**src/rtl/imem_pkg.sv**
```systemverilog
// Shared constants and FSM state codes for the instruction-memory loader.
// Latency: n/a (declarations only).
// Backpressure: n/a (declarations only).
package imem_pkg;

  localparam int          IMEM_DEPTH  = 256;
  localparam int          IMEM_ADDR_W = 8;
  localparam logic [31:0] NOP_INST    = 32'h00000013;  // ADDI x0,x0,0

  // Loader FSM encoding, kept as plain constants so older tools can read it
  typedef logic [1:0] state_t;
  localparam state_t ST_IDLE  = 2'd0;
  localparam state_t ST_CLEAR = 2'd1;
  localparam state_t ST_LOAD  = 2'd2;
  localparam state_t ST_DONE  = 2'd3;

endpackage

```
**src/rtl/imem_byte_packer.sv**
```systemverilog
// Packs a little-endian byte stream into 32-bit words.
// Latency: word/word_valid are combinational with the 4th accepted byte.
// Backpressure: none of its own; it only counts bytes the parent accepts.
module imem_byte_packer (
  input  logic        clk,
  input  logic        rst,
  input  logic        clear,
  input  logic        accept,
  input  logic [7:0]  in_data,
  output logic        word_valid,
  output logic [31:0] word
);

  logic [1:0]  byte_cnt;
  logic [23:0] lo_bytes;

  // The 4th byte is never stored: it goes straight into the top lane.
  assign word_valid = accept && (byte_cnt == 2'd3);
  assign word       = {in_data, lo_bytes};

  // Byte counter and lower-lane capture; clear re-aligns for a new load
  always_ff @(posedge clk or posedge rst) begin
    if (rst) begin
      byte_cnt <= 2'd0;
      lo_bytes <= 24'd0;
    end else if (clear) begin
      byte_cnt <= 2'd0;
    end else if (accept) begin
      byte_cnt <= byte_cnt + 2'd1;
      case (byte_cnt)
        2'd0:    lo_bytes[7:0]   <= in_data;
        2'd1:    lo_bytes[15:8]  <= in_data;
        2'd2:    lo_bytes[23:16] <= in_data;
        default: ;
      endcase
    end
  end

endmodule

```
**src/rtl/imem_loader.sv**
```systemverilog
// Clears the instruction memory to NOPs, then writes a streamed program from word 0 up.
// Latency: clear takes DEPTH cycles; each word is written the cycle after its 4th byte.
// Backpressure: in_ready is low outside LOAD and in the final-write cycle of LOAD.
module imem_loader
  import imem_pkg::*;
#(
  parameter int          DEPTH    = IMEM_DEPTH,
  parameter int          ADDR_W   = IMEM_ADDR_W,
  parameter logic [31:0] NOP_WORD = NOP_INST
) (
  input  logic              clk,
  input  logic              rst,
  input  logic              start,
  input  logic [ADDR_W:0]   load_len,
  input  logic [7:0]        in_data,
  input  logic              in_valid,
  output logic              in_ready,
  output logic              mem_we,
  output logic [ADDR_W-1:0] mem_waddr,
  output logic [31:0]       mem_wdata,
  output logic              cpu_hold,
  output logic              busy,
  output logic              done,
  output logic              err
);

  localparam int                DEPTH_M1  = DEPTH - 1;
  localparam logic [ADDR_W-1:0] LAST_ADDR = DEPTH_M1[ADDR_W-1:0];
  localparam logic [ADDR_W:0]   DEPTH_V   = DEPTH[ADDR_W:0];

  state_t            state;
  logic [ADDR_W:0]   len;
  logic [ADDR_W-1:0] word_idx;

  logic        accept;
  logic        word_valid;
  logic [31:0] word;
  logic        idle_like;
  logic        start_ok;
  logic        start_take;
  logic        last_word;
  logic        final_write;

  assign accept      = in_valid && in_ready;
  assign idle_like   = (state == ST_IDLE) || (state == ST_DONE);
  assign start_ok    = (load_len != '0) && (load_len <= DEPTH_V);
  assign start_take  = idle_like && start && start_ok;
  // word_idx never reaches len, so the last word is the one at len-1
  assign last_word   = word_valid && ({1'b0, word_idx} == (len - 1'b1));
  assign final_write = mem_we && ({1'b0, mem_waddr} == (len - 1'b1));

  imem_byte_packer u_packer (
    .clk        (clk),
    .rst        (rst),
    .clear      (start_take),
    .accept     (accept),
    .in_data    (in_data),
    .word_valid (word_valid),
    .word       (word)
  );

  // Loader FSM: all outputs are registered here
  always_ff @(posedge clk or posedge rst) begin
    if (rst) begin
      state     <= ST_IDLE;
      len       <= '0;
      word_idx  <= '0;
      in_ready  <= 1'b0;
      mem_we    <= 1'b0;
      mem_waddr <= '0;
      mem_wdata <= '0;
      cpu_hold  <= 1'b0;
      busy      <= 1'b0;
      done      <= 1'b0;
      err       <= 1'b0;
    end else begin
      err <= 1'b0;
      case (state)
        ST_IDLE, ST_DONE: begin
          if (start) begin
            if (start_ok) begin
              state     <= ST_CLEAR;
              len       <= load_len;
              word_idx  <= '0;
              mem_we    <= 1'b1;
              mem_waddr <= '0;
              mem_wdata <= NOP_WORD;
              busy      <= 1'b1;
              cpu_hold  <= 1'b1;
              done      <= 1'b0;
            end else begin
              err <= 1'b1;
            end
          end
        end
        ST_CLEAR: begin
          if (mem_waddr == LAST_ADDR) begin
            state    <= ST_LOAD;
            mem_we   <= 1'b0;
            in_ready <= 1'b1;
          end else begin
            mem_waddr <= mem_waddr + 1'b1;
          end
        end
        ST_LOAD: begin
          if (final_write) begin
            state    <= ST_DONE;
            mem_we   <= 1'b0;
            done     <= 1'b1;
            busy     <= 1'b0;
            cpu_hold <= 1'b0;
          end else begin
            mem_we <= word_valid;
            if (word_valid) begin
              mem_waddr <= word_idx;
              mem_wdata <= word;
              if (last_word) begin
                // stop taking bytes while the last word is written
                in_ready <= 1'b0;
              end else begin
                word_idx <= word_idx + 1'b1;
              end
            end
          end
        end
        default: state <= ST_IDLE;
      endcase
    end
  end

endmodule
```
**config.mk**
```make
export PLATFORM = sky130hd
export DESIGN_NAME = imem_loader
export DESIGN_NICKNAME = d
export VERILOG_FILES = /design/src/rtl/imem_pkg.sv /design/src/rtl/imem_byte_packer.sv /design/src/rtl/imem_loader.sv
export SDC_FILE = /design/constraint.sdc
export NUM_CORES = 1
export LEC_CHECK = 0
export BUFFER_PORTS_ARGS = -buffer_cell sky130_fd_sc_hd__buf_2
export CAP_MARGIN = 20
export CORE_UTILIZATION = 52
export DETAILED_ROUTE_END_ITERATION = 8
export GPL_TIMING_DRIVEN = 0
export PLACE_DENSITY = 0.8
export SYNTH_ARGS = -nofsm -noshare
export SYNTH_HDL_FRONTEND = slang
export SYNTH_SLANG_ARGS = --single-unit
```
**constraint.sdc**
```tcl
create_clock -name clk -period 3 [get_ports clk]
set_clock_uncertainty 0.15 [all_clocks]
set_input_delay 0.3 -clock clk [delete_from_list [all_inputs] [get_ports clk]]
set_output_delay 0.3 -clock clk [all_outputs]
set_load 0.01 [all_outputs]
```
# Word level (Yosys, flattened, before mapping)
# Index checks and enable logic that the tools add are counted.
# word_totals
register_bits	90
input_bits	21
output_inout_bits	46
wordCells	105
# op_classes
add_sub_neg	4
magnitude_cmp	1
n_eq_ne	18
muxes	41
bitwise_logic	1
n_reduce_logical	26
# op_table
cell	count
$mux W32	4
$mux W8	8
$pmux W32 S2	1
$pmux W8 S3	1
$eq A8 B9 Y1	2
$ne A2 B2 Y1 const B	9
$add A8 B1 Y8 const B	2
$pmux W8 S2	1
$mux W1	15
$reduce_and A3 Y1	5
$reduce_and A5 Y1	3
$mux W2	6
$le A9 B9 Y1 const B	1
$reduce_bool A9 Y1	1
$sub A9 B1 Y9 const B	1
$eq A2 B2 Y1 const B	4
$eq A8 B8 Y1 const B	1
$reduce_and A4 Y1	2
$logic_and A1 B1 Y1	7
$pmux W1 S2	3
$pmux W2 S3	1
$reduce_and A6 Y1	1
$reduce_bool A2 Y1	3
$eq A2 B1 Y1 const B	2
6 further kinds	7

# Longest topological paths before layout
# logic_depth
depth_word	7
mapped_depth	13
depth_no_buf	9

# Cells and area by module
# Synthesis repeated with hierarchy kept, for this count alone.
# hier_totals
hier_cells	490
hier_area_um2	4963.5
# modules_own_cells
module	instances	cells_per_inst	area_per_inst_um2
imem_loader	1	416	3812.4
imem_byte_packer	1	74	1151.1

# Worst setup path before layout
# No wires, ideal clock.
# synth_path
kind	register to register
from	register len[1]
to	register mem_wdata[17]
t_arrival_ps	2695
slack_ps	34
stages_incl_launch_ff	14
n_path_buf	4
path_cell_list	dfrtp_1 > clkbuf_1 > inv_1 > ha_1 > buf_4 > xnor2_1 > xnor2_1 > or4_1 > nor2_2 > a21oi_2 > and2_1 > buf_2 > buf_6 > a22o_1
# synth_between
elab_chain_len	5
# synth_rtl
item	line_no	text
start, declared	imem_loader.sv:32	logic [ADDR_W:0] len;
start signal, assigned	imem_loader.sv:83	len <= load_len;
$sub A9 B1 Y9	imem_loader.sv:50	assign final_write = mem_we && ({1'b0, mem_waddr} == (len - 1'b1));
$eq A8 B9 Y1	imem_loader.sv:50	
$logic_and A1 B1 Y1	imem_loader.sv:50	
$ne A2 B2 Y1 (no line)	-	
$reduce_and A5 Y1 (no line)	-	
end signal, assigned	imem_loader.sv:116	mem_wdata <= word;
end, declared	imem_loader.sv:20	output logic [31:0] mem_wdata,
# No other way between the ends.
# A chain may end at the register's enable or synchronous reset.

# Worst setup path after layout
# layout_path
from	register len[1]
to	register word_idx[4]
# layout_between
elab_chain_len	5
word_cells_on_any_way	8
classes_between	add/sub: 1; eq/ne: 4; reduce/logical: 3
# layout_rtl
item	line_no	text
$sub A9 B1 Y9 (*)	imem_loader.sv:49, imem_loader.sv:50	
$eq A8 B9 Y1 (on tied branches)	imem_loader.sv:49, imem_loader.sv:50	
$logic_and A1 B1 Y1 (on tied branches)	imem_loader.sv:49, imem_loader.sv:50	
$ne A2 B2 Y1 (no line)	-	
$reduce_and A6 Y1 (no line) (*)	-	
end signal, assigned	imem_loader.sv:121	word_idx <= word_idx + 1'b1;
end, declared	imem_loader.sv:33	logic [ADDR_W-1:0] word_idx;
# Mark *: on every way between the ends. The rest lies on a longest branch, timed or not.

==> impl_metrics.json <==
{
  "nFillCells": 664,
  "synth_edf_count": 0,
  "ys_ff_latch": 90,
  "dp_cells": 605,
  "swShare_pct": 40.9,
  "antenna_cells": 0,
  "grt_pass1_vias": 3778,
  "synth_most_common_cell": "dfrtp_1",
  "setup_tns_ps": 0,
  "required_ps": 3150,
  "dp_hpwl_um": 7910,
  "switchingPower_uw": 2190,
  "crit_path_max_fanout": 5,
  "grt_pass1_wl_um": 19000,
  "syn_avg_cell_area_um2": 10.8,
  "root_buffer": "clkbuf_8",
  "rsz0062_at_grt": "true",
  "die_area_mm2": 0.00935,
  "worstMarginPinSlew_ps": 512,
  "post-route-min-period_ps": 2970,
  "timing.final.crit_share_pct": 99.2,
  "power.leakage_uw": 0.00262,
  "fmax_mhz": 336,
  "yosysTopAreaCell": "dfrtp_1",
  "clk_latency_ps": 380,
  "power.density_mw_per_mm2": 956,
  "die_x_um": 96.7,
  "ant_nets": 0,
  "slew_headroom_pct": 65.7,
  "synthesis.nets": 461,
  "netlist_area_mm2": 0.00466,
  "die_h_um": 96.7,
  "synth.top_cell.area_share_pct": 48.3,
  "cts_tree": "built",
  "final_area_mm2": 0.00560,
  "clkTransAtPathRegs_ps": 90,
  "first_pass_iters": 5,
  "worstSetupPathType": "reg2reg",
  "grt_overflow": 0,
  "grt_usage_pct": 25.5,
  "area_growth_pct": 20.0,
  "cts_buffer_depth": 2,
  "startpoint_type": "flip-flop",
  "worstPathArrival_ps": 3120,
  "nets": 557,
  "core.rowCount": 34,
  "yosys-top-cells-area": "dfrtp_1 48%, mux2_2 8.0%, a22o_1 5.8%, ha_1 2.7%, nand2_1 2.4%",
  "setup_viol": 0,
  "grt_max_degree": 53,
  "syn-instance-count": 430,
  "avgViaCountPerCell": 6.05,
  "post_dp_cell_area_mm2": 0.00516,
  "netlist_top_cells_count": "90 x dfrtp_1, 33 x mux2_2, 31 x a22o_1",
  "internal_power_uw": 3160,
  "port_buffers": 66,
  "ys_async_sr_fraction_pct": 100,
  "drt-initial-drc-count": 210,
  "avgRoutedWirePerCell_um": 18.1,
  "status": "finished, final reports clean",
  "core_mm2": 0.00872,
  "end_kind": "flip-flop",
  "maxCapViolations": 0,
  "antenna_found_initial": 0,
  "cts_buffers": 9,
  "hp-class": "in2reg",
  "place_congestion": 0.889,
  "synth_flop_cell": "dfrtp_1",
  "drt_wl_total_um": 11500,
  "power_frac_comb_pct": 50.2,
  "ys_seq_area_share_pct": 48.3,
  "clockPowerShare_pct": 14.5,
  "io_pins": 67,
  "drive_above_1_share_pct": 33.6,
  "htreeDepth": 3,
  "ys_warn_count": 0,
  "drc_errors": 0,
  "num_vias": 3859,
  "finalMaxSlewViolations": 0,
  "initial_utilization_pct": 53.5,
  "ir_worst_vdd_mv": 0.489,
  "final_hold_viol_count": 0,
  "synth_cell_types": 62,
  "cts.sinks": 90,
  "layoutNonFillerInstCount": 638,
  "seq_power_share_pct": 35.3
}
## cell families after synthesis
| family | Yosys count | share of synthesized area [%] |
|---|---|---|
| compound gates | 95 | 15.6 |
| xor+xnor | 19 | 4.19 |
| fa+ha+maj | 10 | 2.68 |
| buf+inv | 45 | 5.10 |
| flops | 90 | 48.3 |
| mux | 37 | 8.86 |
| simple gates | 134 | 15.3 |
## area by class of cell
| cell class | count | area (um^2) | area share (%) |
|---|---|---|---|
| plain buffers | 24 | 169 | 3.02 |
| inverters | 18 | 72.6 | 1.30 |
| well taps | 108 | 135 | 2.42 |
| multi-input cells | 295 | 2270 | 40.5 |
| repair buffers | 88 | 524 | 9.37 |
| flip-flops and latches | 90 | 2250 | 40.3 |
| clock inverters | 6 | 50.0 | 0.894 |
| clock buffers | 9 | 124 | 2.21 |
## worst paths after layout
path | from | to | slack (ps) | depth (start not counted)
worst max-delay path | len[1]$_DFFE_PP0P_ | word_idx[4]$_DFFE_PP0P_ | 30 | 9
worst min-delay path | load_len[2] | len[2]$_DFFE_PP0P_ | 0.9 | 3
worst max register to register | len[1]$_DFFE_PP0P_ | word_idx[4]$_DFFE_PP0P_ | 30 | 9
worst min register to register | u_packer.lo_bytes[11]$_DFFE_PP0P_ | mem_wdata[11]$_DFFE_PP0P_ | 350 | 1
max in group asynchronous | rst | len[1]$_DFFE_PP0P_ | 1720 | 4
min in group asynchronous | rst | mem_wdata[1]$_DFFE_PP0P_ | 340 | 3
## per-layer routing
metal,global-route usage (%),part of all wire (%)
met4,11.7,2.9
met2,39.8,48
met3,4.19,5.8
met1,35.1,43
met5,0,0
## critical path, cell delays in order (launching register included)
cell and delay (ps):
dfrtp_2 450, buf_4 160, or4_4 530, a211o_1 240
nand4_1 160, nor2_4 70, a311o_2 440, buf_6 140
or4_1 460, o211ai_1 90
## state kept, by name (all words and copies together), names as in the netlist
register and cells:
mem_wdata 32, u_packer.lo_bytes 24, len 9, mem_waddr 8, word_idx 8, state 2
u_packer.byte_cnt 2, busy 1, done 1, err 1, in_ready 1, mem_we 1
## power groups by stage
stage	logic (uW)	registers [uW]	clock network, uW
after CTS	2410	1880	775
final	2680	1890	778
after floorplan	1710	1860	0
after detailed placement	2320	1870	0
after global routing	2930	1930	837
after global placement	2230	1850	0
## metrics by stage
stage,setup WS (ps),utilization (%),hold WS (ps),total power (uW)
after floorplan,34.2,-,267,3570
after global placement,-698,58.8,325,4070
after detailed placement,-393,59.1,220,4190
after CTS,-1.88,62.2,3.83,5070
after global routing,-64.8,64.2,25.2,5690
final,25.2,64.2,0.865,5350
## cells in the final DEF, fill, tap and decap left out, types with 3 or more instances in the layout
cell type,n
buf_6,11
dfrtp_1,89
nand2_1,30
clkbuf_8,9
mux2i_1,3
nand4_1,4
and2_1,5
xnor2_1,9
nor3_1,12
nor4_1,4
buf_2,69
inv_1,15
and3_1,4
xor2_1,6
inv_6,3
ha_1,9
buf_4,19
mux2_2,33
nor2b_1,5
nand2b_1,6
a31oi_1,4
or4_4,4
or4_1,4
or3_1,4
nor2_1,21
nand3_1,19
a21oi_1,13
o211ai_1,6
a22o_1,31
clkbuf_1,8
o2bb2ai_1,6
o21ai_0,11
## what timing repair did
| item | CTS | global route |
|---|---|---|
| buffers inserted | 5 | 14 |
| hold buffers | 1 | 0 |
| hold endpoints to repair | 38 | 0 |
| pin swaps | 3 | 12 |
| gates cloned | 0 | 1 |
| setup endpoints to repair | 50 | 43 |
| resized for setup | 10 | 18 |
No activity file was read; power rests on OpenSTA's default activity.
